**src/rtl/line_scanout.sv**
```systemverilog
// line_scanout: walks one line of words out of the scanline buffer's read
// port and serializes each word MSB-first into pixels, one per pixel_tick.
// A single holding register prefetches the next word so output stays
// gapless at up to one pixel per clock.
// Optional feature macro: LINE_SCANOUT_UNDERRUN_EN adds an 8-bit saturating
// underrun_count output (ticks arriving while busy with no valid pixel).
module line_scanout #(
  parameter int DATA_WIDTH        = 16,
  parameter int BUFFER_ADDR_WIDTH = 8,
  parameter int PIXEL_WIDTH       = 4,
  parameter int LINE_WORDS        = 40
) (
  input  logic                         clk,
  input  logic                         reset,
  input  logic                         line_start,
  input  logic [BUFFER_ADDR_WIDTH-1:0] line_base,
  input  logic                         pixel_tick,
  output logic [BUFFER_ADDR_WIDTH-1:0] buf_read_addr,
  input  logic [DATA_WIDTH-1:0]        buf_read_data,
  output logic [PIXEL_WIDTH-1:0]       pixel_data,
  output logic                         pixel_valid,
  output logic                         busy,
  output logic                         line_done
`ifdef LINE_SCANOUT_UNDERRUN_EN
  ,
  output logic [7:0]                   underrun_count
`endif
);

  localparam int PIXELS_PER_WORD = DATA_WIDTH / PIXEL_WIDTH;
  localparam int CW  = $clog2(PIXELS_PER_WORD + 1);
  localparam int WCW = $clog2(LINE_WORDS + 1);
  localparam logic [CW-1:0]  PPW_W        = CW'(PIXELS_PER_WORD);
  localparam logic [WCW-1:0] LINE_WORDS_W = WCW'(LINE_WORDS);

  // Reject parameter sets the serializer cannot handle.
  generate
    if ((DATA_WIDTH % PIXEL_WIDTH) != 0 || PIXELS_PER_WORD < 2) begin : g_bad_pixel_width
      $error("PIXEL_WIDTH must divide DATA_WIDTH with at least two pixels per word");
    end
    if (LINE_WORDS < 1 || LINE_WORDS > (1 << BUFFER_ADDR_WIDTH)) begin : g_bad_line_words
      $error("LINE_WORDS out of range for BUFFER_ADDR_WIDTH");
    end
  endgenerate

  typedef enum logic [1:0] {IDLE, FETCH, ACTIVE} state_t;

  state_t                         state_reg;
  logic [BUFFER_ADDR_WIDTH-1:0]   addr_reg;
  logic [DATA_WIDTH-1:0]          shift_reg;
  logic [DATA_WIDTH-1:0]          hold_reg;
  logic [CW-1:0]                  pix_cnt_reg;
  logic                           hold_full_reg;
  logic                           hold_pend_reg;   // read issued, data lands next edge
  logic [WCW-1:0]                 issued_reg;      // addresses issued this line
  logic [WCW-1:0]                 loaded_reg;      // words loaded into shift_reg
  logic                           valid_reg;
  logic                           busy_reg;
  logic                           done_reg;

  logic consume;
  logic last_pix;
  logic line_end;
  logic reload;
  logic issue;

  // Per-cycle decisions for the ACTIVE state.
  always_comb begin
    consume  = pixel_tick && valid_reg;
    last_pix = consume && (pix_cnt_reg == CW'(1));
    line_end = last_pix && (loaded_reg == LINE_WORDS_W);
    // Refill from the prefetch word when the current word is used up; the
    // zero-count case only recovers from a stall and never occurs with >=2
    // pixels per word.
    reload   = (state_reg == ACTIVE) && hold_full_reg &&
               (last_pix || (pix_cnt_reg == '0));
    // The next word is requested only as the holding register empties.
    issue    = reload && (issued_reg < LINE_WORDS_W);
  end

  // Scanout FSM with all datapath registers and registered outputs.
  always_ff @(posedge clk) begin
    if (reset) begin
      state_reg     <= IDLE;
      addr_reg      <= '0;
      shift_reg     <= '0;
      hold_reg      <= '0;
      pix_cnt_reg   <= '0;
      hold_full_reg <= 1'b0;
      hold_pend_reg <= 1'b0;
      issued_reg    <= '0;
      loaded_reg    <= '0;
      valid_reg     <= 1'b0;
      busy_reg      <= 1'b0;
      done_reg      <= 1'b0;
    end else begin
      done_reg <= 1'b0;
      case (state_reg)
        IDLE: begin
          if (line_start) begin
            addr_reg      <= line_base;
            issued_reg    <= WCW'(1);
            loaded_reg    <= '0;
            hold_full_reg <= 1'b0;
            hold_pend_reg <= 1'b0;
            busy_reg      <= 1'b1;
            state_reg     <= FETCH;
          end
        end
        FETCH: begin
          shift_reg   <= buf_read_data;
          pix_cnt_reg <= PPW_W;
          valid_reg   <= 1'b1;
          loaded_reg  <= WCW'(1);
          if (issued_reg < LINE_WORDS_W) begin
            addr_reg      <= addr_reg + 1'b1;
            issued_reg    <= issued_reg + 1'b1;
            hold_pend_reg <= 1'b1;
          end
          state_reg <= ACTIVE;
        end
        ACTIVE: begin
          if (hold_pend_reg) begin
            hold_reg      <= buf_read_data;
            hold_full_reg <= 1'b1;
            hold_pend_reg <= 1'b0;
          end
          if (reload) begin
            shift_reg     <= hold_reg;
            pix_cnt_reg   <= PPW_W;
            valid_reg     <= 1'b1;
            hold_full_reg <= 1'b0;
            loaded_reg    <= loaded_reg + 1'b1;
          end else if (consume) begin
            shift_reg   <= shift_reg << PIXEL_WIDTH;
            pix_cnt_reg <= pix_cnt_reg - 1'b1;
            valid_reg   <= (pix_cnt_reg != CW'(1));
          end
          if (issue) begin
            addr_reg      <= addr_reg + 1'b1;
            issued_reg    <= issued_reg + 1'b1;
            hold_pend_reg <= 1'b1;
          end
          if (line_end) begin
            state_reg <= IDLE;
            busy_reg  <= 1'b0;
            valid_reg <= 1'b0;
            done_reg  <= 1'b1;
          end
        end
        default: state_reg <= IDLE;
      endcase
    end
  end

`ifdef LINE_SCANOUT_UNDERRUN_EN
  logic [7:0] underrun_reg;

  // Saturating count of ticks that found no pixel while a line was running.
  always_ff @(posedge clk) begin
    if (reset) begin
      underrun_reg <= '0;
    end else if (pixel_tick && busy_reg && !valid_reg && (underrun_reg != 8'hFF)) begin
      underrun_reg <= underrun_reg + 1'b1;
    end
  end

  assign underrun_count = underrun_reg;
`endif

  assign buf_read_addr = addr_reg;
  assign pixel_data    = shift_reg[DATA_WIDTH-1 -: PIXEL_WIDTH];
  assign pixel_valid   = valid_reg;
  assign busy          = busy_reg;
  assign line_done     = done_reg;

endmodule

```
**config.mk**
```make
export PLATFORM = sky130hd
export DESIGN_NAME = line_scanout
export DESIGN_NICKNAME = d
export VERILOG_FILES = /design/src/rtl/line_scanout.sv
export SDC_FILE = /design/constraint.sdc
export NUM_CORES = 1
export LEC_CHECK = 0
export ABC_CLOCK_PERIOD_IN_PS = 1900
export CORE_MARGIN = 2
export CORE_UTILIZATION = 45
export CTS_CLUSTER_DIAMETER = 100
export CTS_CLUSTER_SIZE = 12
export DETAILED_ROUTE_END_ITERATION = 10
export PLACE_DENSITY_LB_ADDON = 0.12
export SLEW_MARGIN = 20
export SYNTH_ARGS = -nofsm -noshare
export SYNTH_HDL_FRONTEND = slang
export SYNTH_SLANG_ARGS = --single-unit
```
**constraint.sdc**
```tcl
create_clock -name clk -period 1.9 [get_ports clk]
set_clock_uncertainty 0.05 [all_clocks]
set_input_delay 0.285 -clock clk [delete_from_list [all_inputs] [get_ports clk]]
set_output_delay 0.285 -clock clk [all_outputs]
set_load 0.1 [all_outputs]
```
[Word-level counts from Yosys, hierarchy flattened]
Index checks and enable logic that the tools add are counted.
Storage, ports and cells
  flip-flop bits (word level): 62
  output and inout bits: 15
  word-level logic and storage cells: 88
Operators by class
  add/sub/neg operators: 4
  magnitude comparators: 1
  equality and inequality tests: 13
  multiplexer cells: 35
  bitwise gates (word level): 1
  reductions and logical operators: 22
Operators by type and width (count)
  6-bit one-hot mux with 3 select lines: 2
  16-bit two-way mux: 2
  16-bit one-hot mux with 2 select lines: 1
  6-bit two-way mux: 5
  8-bit two-way mux: 3
  8-bit one-hot mux with 3 select lines: 1
  6-bit by 1-bit adder with 6-bit output (second input constant): 2
  3-bit AND reduction: 4
  1-bit two-way mux: 11
  2-bit != test (second input constant): 5
  8-bit by 1-bit adder with 8-bit output (second input constant): 1
  2-bit AND reduction: 4
  6-bit equality test (second input constant): 1
  1-bit logical AND: 6
  6-bit less-than comparator (second input constant): 1
  3-bit two-way mux: 2
  3-bit != test (second input constant): 2
  1-bit one-hot mux with 2 select lines: 3
  2-bit one-hot mux with 3 select lines: 1
  3-bit one-hot mux with 2 select lines: 1
  2-bit two-way mux: 2
  4-bit != test (second input constant): 1
  4-bit AND reduction: 1
  2-bit nonzero test: 2
  12 further kinds: 12

[Logic depth before layout (Yosys ltp)]
  word-level depth: 7
  gate-level depth with buffers: 9

[Least setup slack after synthesis]
No wires, ideal clock.
  path kind: flip-flop to flip-flop
  from: register valid_reg (netlist: pixel_valid)
  to: register issued_reg[2]
  setup time: 0.070 ns
  arrival: 2.447 ns
  required time: 1.780 ns
  slack: -0.668 ns
  cell stages (with the launch flop): 6
  buffers on the path: 1
  period minus slack after synthesis: 2.568 ns
  path through: dfxtp_1 a31oi_1 o32a_1 buf_6 or4_1 a21oi_1
Between the ends
  word-level cells in the longest chain between the ends: 7
Ends and longest elaborated chain
  start, declared: RTL line 57  | logic valid_reg;
  start signal, assigned: RTL line 137  | valid_reg <= (pix_cnt_reg != CW'(1));
  1-bit logical AND: RTL line 69  | consume = pixel_tick && valid_reg;
  1-bit logical AND: RTL line 70  | last_pix = consume && (pix_cnt_reg == CW'(1));
  1-bit logical OR: RTL line 76  | (last_pix || (pix_cnt_reg == '0));
  1-bit logical AND: RTL line 75  | reload = (state_reg == ACTIVE) && hold_full_reg &&
  1-bit logical AND: RTL line 78  | issue = reload && (issued_reg < LINE_WORDS_W);
  2-bit != test (no line)
  4-bit AND reduction (no line)
  end signal, assigned: RTL line 117  | issued_reg <= issued_reg + 1'b1;
  end signal, assigned: RTL line 141  | issued_reg <= issued_reg + 1'b1;
  end, declared: RTL line 55  | logic [WCW-1:0] issued_reg;
Every way passes these cells.
A chain may end at the register's enable or synchronous reset.

[Worst setup path in the final report]
  from: register pix_cnt_reg[1]
  to: register issued_reg[2]
Between the ends
  word-level cells in the longest chain between the ends: 7
Ends and longest elaborated chain
  start, declared: RTL line 52  | logic [CW-1:0] pix_cnt_reg;
  start signal, assigned: RTL line 136  | pix_cnt_reg <= pix_cnt_reg - 1'b1;
  3-bit by 1-bit equality test with 1-bit output: RTL line 70
  1-bit logical AND: RTL line 70
  1-bit logical OR (*): RTL line 76
  1-bit logical AND (*): RTL line 75
  1-bit logical AND (*): RTL line 78
  2-bit != test (no line) (*)
  4-bit AND reduction (no line) (*)
Every way passes the cells marked *; elsewhere a longest branch is shown, timed or not.

==> key figures <==
Run status
  • Status: finished with violations
  • Failing checks: setup timing

Yosys
  • Average size of a mapped cell: 8.20 um2
  • Proportion of synthesized area in mux cells: 4.68%
  • Predominant post-synthesis flop cell: dfxtp_1
  • Share of synthesized cell area in and, or, nand and nor gates: 20.0%
  • Post-synth design cell area: 3210 um2
  • Post-synth cell types: 45
  • Gate Count Post-Synth: 391
  • Share of flip-flops with an asynchronous set or reset after synthesis: 0%
  • Synth Area in Compound Gates: 25.5%
  • Portion of the post-synthesis area used by sequential elements: 38.7%
  • Post-synthesis xor/xnor area fraction: 0%
  • Number of flops mapped to enable cells by yosys: 0
  • Mapped Nets: 430
  • Synth Area in Adders: 4.29%
  • Yosys Warn Count: 0
  • Synthesized flop and latch total: 62
  • Dominant combinational cell family by area after synthesis: compound AO/OA/AOI/OAI gates

Clocking
  • Clock-pin slew of the registers on the worst-case setup and hold paths: 0.07 ns
  • Count of H-tree levels built during CTS: 3
  • Clock sink count: 62
  • Number of buffers on the longest clock path: 2
  • Total CTS buffers: 9
  • CTS tree: built
  • Hold buffers post-CTS: 0
  • Cell at the root of the clock tree: clkbuf_8
  • Source-to-sink clock delay at the later pin of the worst-skew pair: 0.34 ns

Floorplanning
  • Overall die width: 88.4 um
  • Boundary pin count: 43
  • Total core area: 6830 um2
  • Total Die Area: 7820 um2
  • Starting density of the core: 47.0%
  • Chip height: 88.4 um
  • Number of standard-cell rows in the floorplan: 30

Pwr
  • Highest ir drop seen on vdd: 0.000477 V
  • Standby leakage power: 1.58 nW
  • Total power density per cell area: 921 nW/um2

Drt
  • First DRT Iteration DRCs: 193
  • Drt wl/cell: 15.4 um
  • Post-detailed-route DRC marker count: 0
  • Wire length reported by the detailed router: 8.64 mm
  • Number of nets with antenna violations after detailed routing: 0
  • Vias after detailed routing: 3203
  • Ratio of routed vias to standard cells: 5.71
  • Initial DRT Pass Iterations: 4

Min path
  • Hold WC Path Type: reg2reg
  • Startpoint of the worst hold path: hold_reg[12]

Global routing
  • Largest net degree at the start of global routing: 41
  • Antenna violations before repair: 0
  • Via count of the first global-routing pass: 2873
  • Final global-route overflow total: 0
  • First-pass GRT wire length: 13.7 mm
  • Total Routing Usage GR: 22.3%

Timing
  • Setup TNS after final layout: -0.0120 ns
  • Slew of the pin with the lowest slew margin: 0.481 ns
  • Max Slew Vio Count: 0
  • Final setup fails: 1
  • Total count of hold-check failures in the final report: 0
  • Min Tclk post-route: 1.91 ns
  • Crit share post-route: 101%
  • RSZ-0062 raised after global routing: yes
  • Worst hold slack after final layout: 0.404 ns
  • Worst setup slack after layout: -0.0120 ns
  • FMAX: 523 MHz
  • Worst max-slew margin expressed relative to the limit: 67.9%

Critical path
  • Top fanout value on the critical path: 6
  • Sort of element at the start of the critical path: register
  • Critical path class: reg2reg
  • Required time of the critical path: 2.06 ns
  • Arrival time at the worst endpoint: 2.07 ns
  • Critical Path Start: pix_cnt_reg[1]
  • Origin of the critical flop-to-flop path: pix_cnt_reg[1]
  • Minimum setup slack among reg-to-reg paths: -0.01 ns
  • Category of the worst setup path capture point: register

Final layout
  • Fin nets: 499
  • Count of inserted antenna diode cells: 0
  • Fraction of final layout cells sized beyond drive strength 1: 24.9%
  • Area used by multi-input combinational logic: 1880 um2
  • Reg area: 1250 um2
  • Leading cell type in the layout, fill and taps excluded: buf_4
  • Top library cells by usage in the layout, fill and taps aside: 59 x buf_4, 54 x dfxtp_1, 47 x nand2_1
  • Filler Cell Count: 607
  • Final non-filler cell total: 561
  • Signed area change from the synthesized netlist to the final layout: 35.3%

Place
  • Cell Count Post-Placement: 534
  • Number of buffers added on ports: 42
  • Half-perimeter wire length after detailed placement: 5.47 mm
  • Weighted congestion reported at the end of routability-driven placement: 0.812

Run
  • Number of max-cap violations: 0
[repair_timing]
item	in CTS	in global routing
pin swaps	0	10
hold endpoints to repair	0	0
cloned	0	0
gates resized for setup	4	30
setup endpoints to repair	12	43
buffers inserted	0	11
[final cells by class]
type                       instances  share of cell area [%]
multi-input combinational        281                    43.4
sequential                        62                    28.9
timing repair buffer              93                    18.9
clock buffer                      10                    2.94
tap                               96                    2.77
clock inverter                     6                    1.99
inverter                          13                    1.12
[power by group]
group          switching [W]  internal, W
sequential         0.0000893      0.00140
clock               0.000534     0.000736
combinational       0.000759     0.000476
[path summary, 6_finish.rpt]
path | cells after the start | endpoint
min reg2reg | 2 | hold_reg[12]
min | 2 | hold_reg[12]
max | 7 | issued_reg[2]
max reg2reg | 7 | issued_reg[2]
[cells by family (layout without fill, tap and decap cells)]
group                      count (synthesis)  in the layout
AOI/OAI and AO/OA                        131            131
adders and majority gates                 11             11
buffers and inverters                     48            122
DFF                                       62             62
muxes                                     15             15
and+or+nand+nor                          124            124
[critical path, cell delays in order (launching register included)]
cell	delay, ns
dfxtp_1	0.32
inv_1	0.10
ha_2	0.22
a31oi_4	0.13
o32a_1	0.35
buf_4	0.16
o31ai_1	0.33
a21oi_1	0.13
[metrics by stage]
step	power [W]	utilization (%)	instance area [um2]	worst slack [ns]
floorplan	0.00226	-	3230	-0.0700
global placement	0.00262	57.1	3900	-0.221
detailed placement	0.00263	57.1	3900	-0.235
CTS	0.00391	60.3	4120	-0.0273
global route	0.00418	63.5	4340	-0.119
finish	0.00400	63.5	4340	-0.0120
[routing by layer]
layer	share of wire [%]	up-vias	track usage [%]	routed length, um
met1	46	1507	30.1	3950
met4	2.6	0	9.78	223
li1	-	1584	-	-
met3	5.4	18	3.54	463
met2	46	94	35.1	4000
met5	0	-	0	0
[cells in the mapped netlist, drive strengths merged, types with 2 or more instances]
| cell | instances | area [um2] |
|---|---|---|
| o32ai | 3 | 26.3 |
| mux2i | 15 | 150 |
| inv | 13 | 48.8 |
| o31a | 2 | 17.5 |
| o31ai | 12 | 90.1 |
| dfxtp | 62 | 1240 |
| nand3b | 2 | 15.0 |
| nand4 | 7 | 43.8 |
| a21oi | 40 | 200 |
| a211oi | 9 | 67.6 |
| buf | 12 | 81.3 |
| o21ai | 28 | 140 |
| o211a | 2 | 20.0 |
| a31oi | 17 | 106 |
| nor2 | 18 | 67.6 |
| or4 | 7 | 52.6 |
| nand2b | 3 | 26.3 |
| nand2 | 47 | 176 |
| nand3 | 14 | 70.1 |
| nor2b | 3 | 18.8 |
| a221oi | 4 | 35.0 |
| and2 | 3 | 18.8 |
| or2 | 2 | 12.5 |
| ha | 11 | 138 |
| nor3 | 3 | 15.0 |
| and4 | 13 | 114 |
| o21a | 4 | 30.0 |
| clkbuf | 23 | 86.3 |
Power figures use the tool's default switching activity.
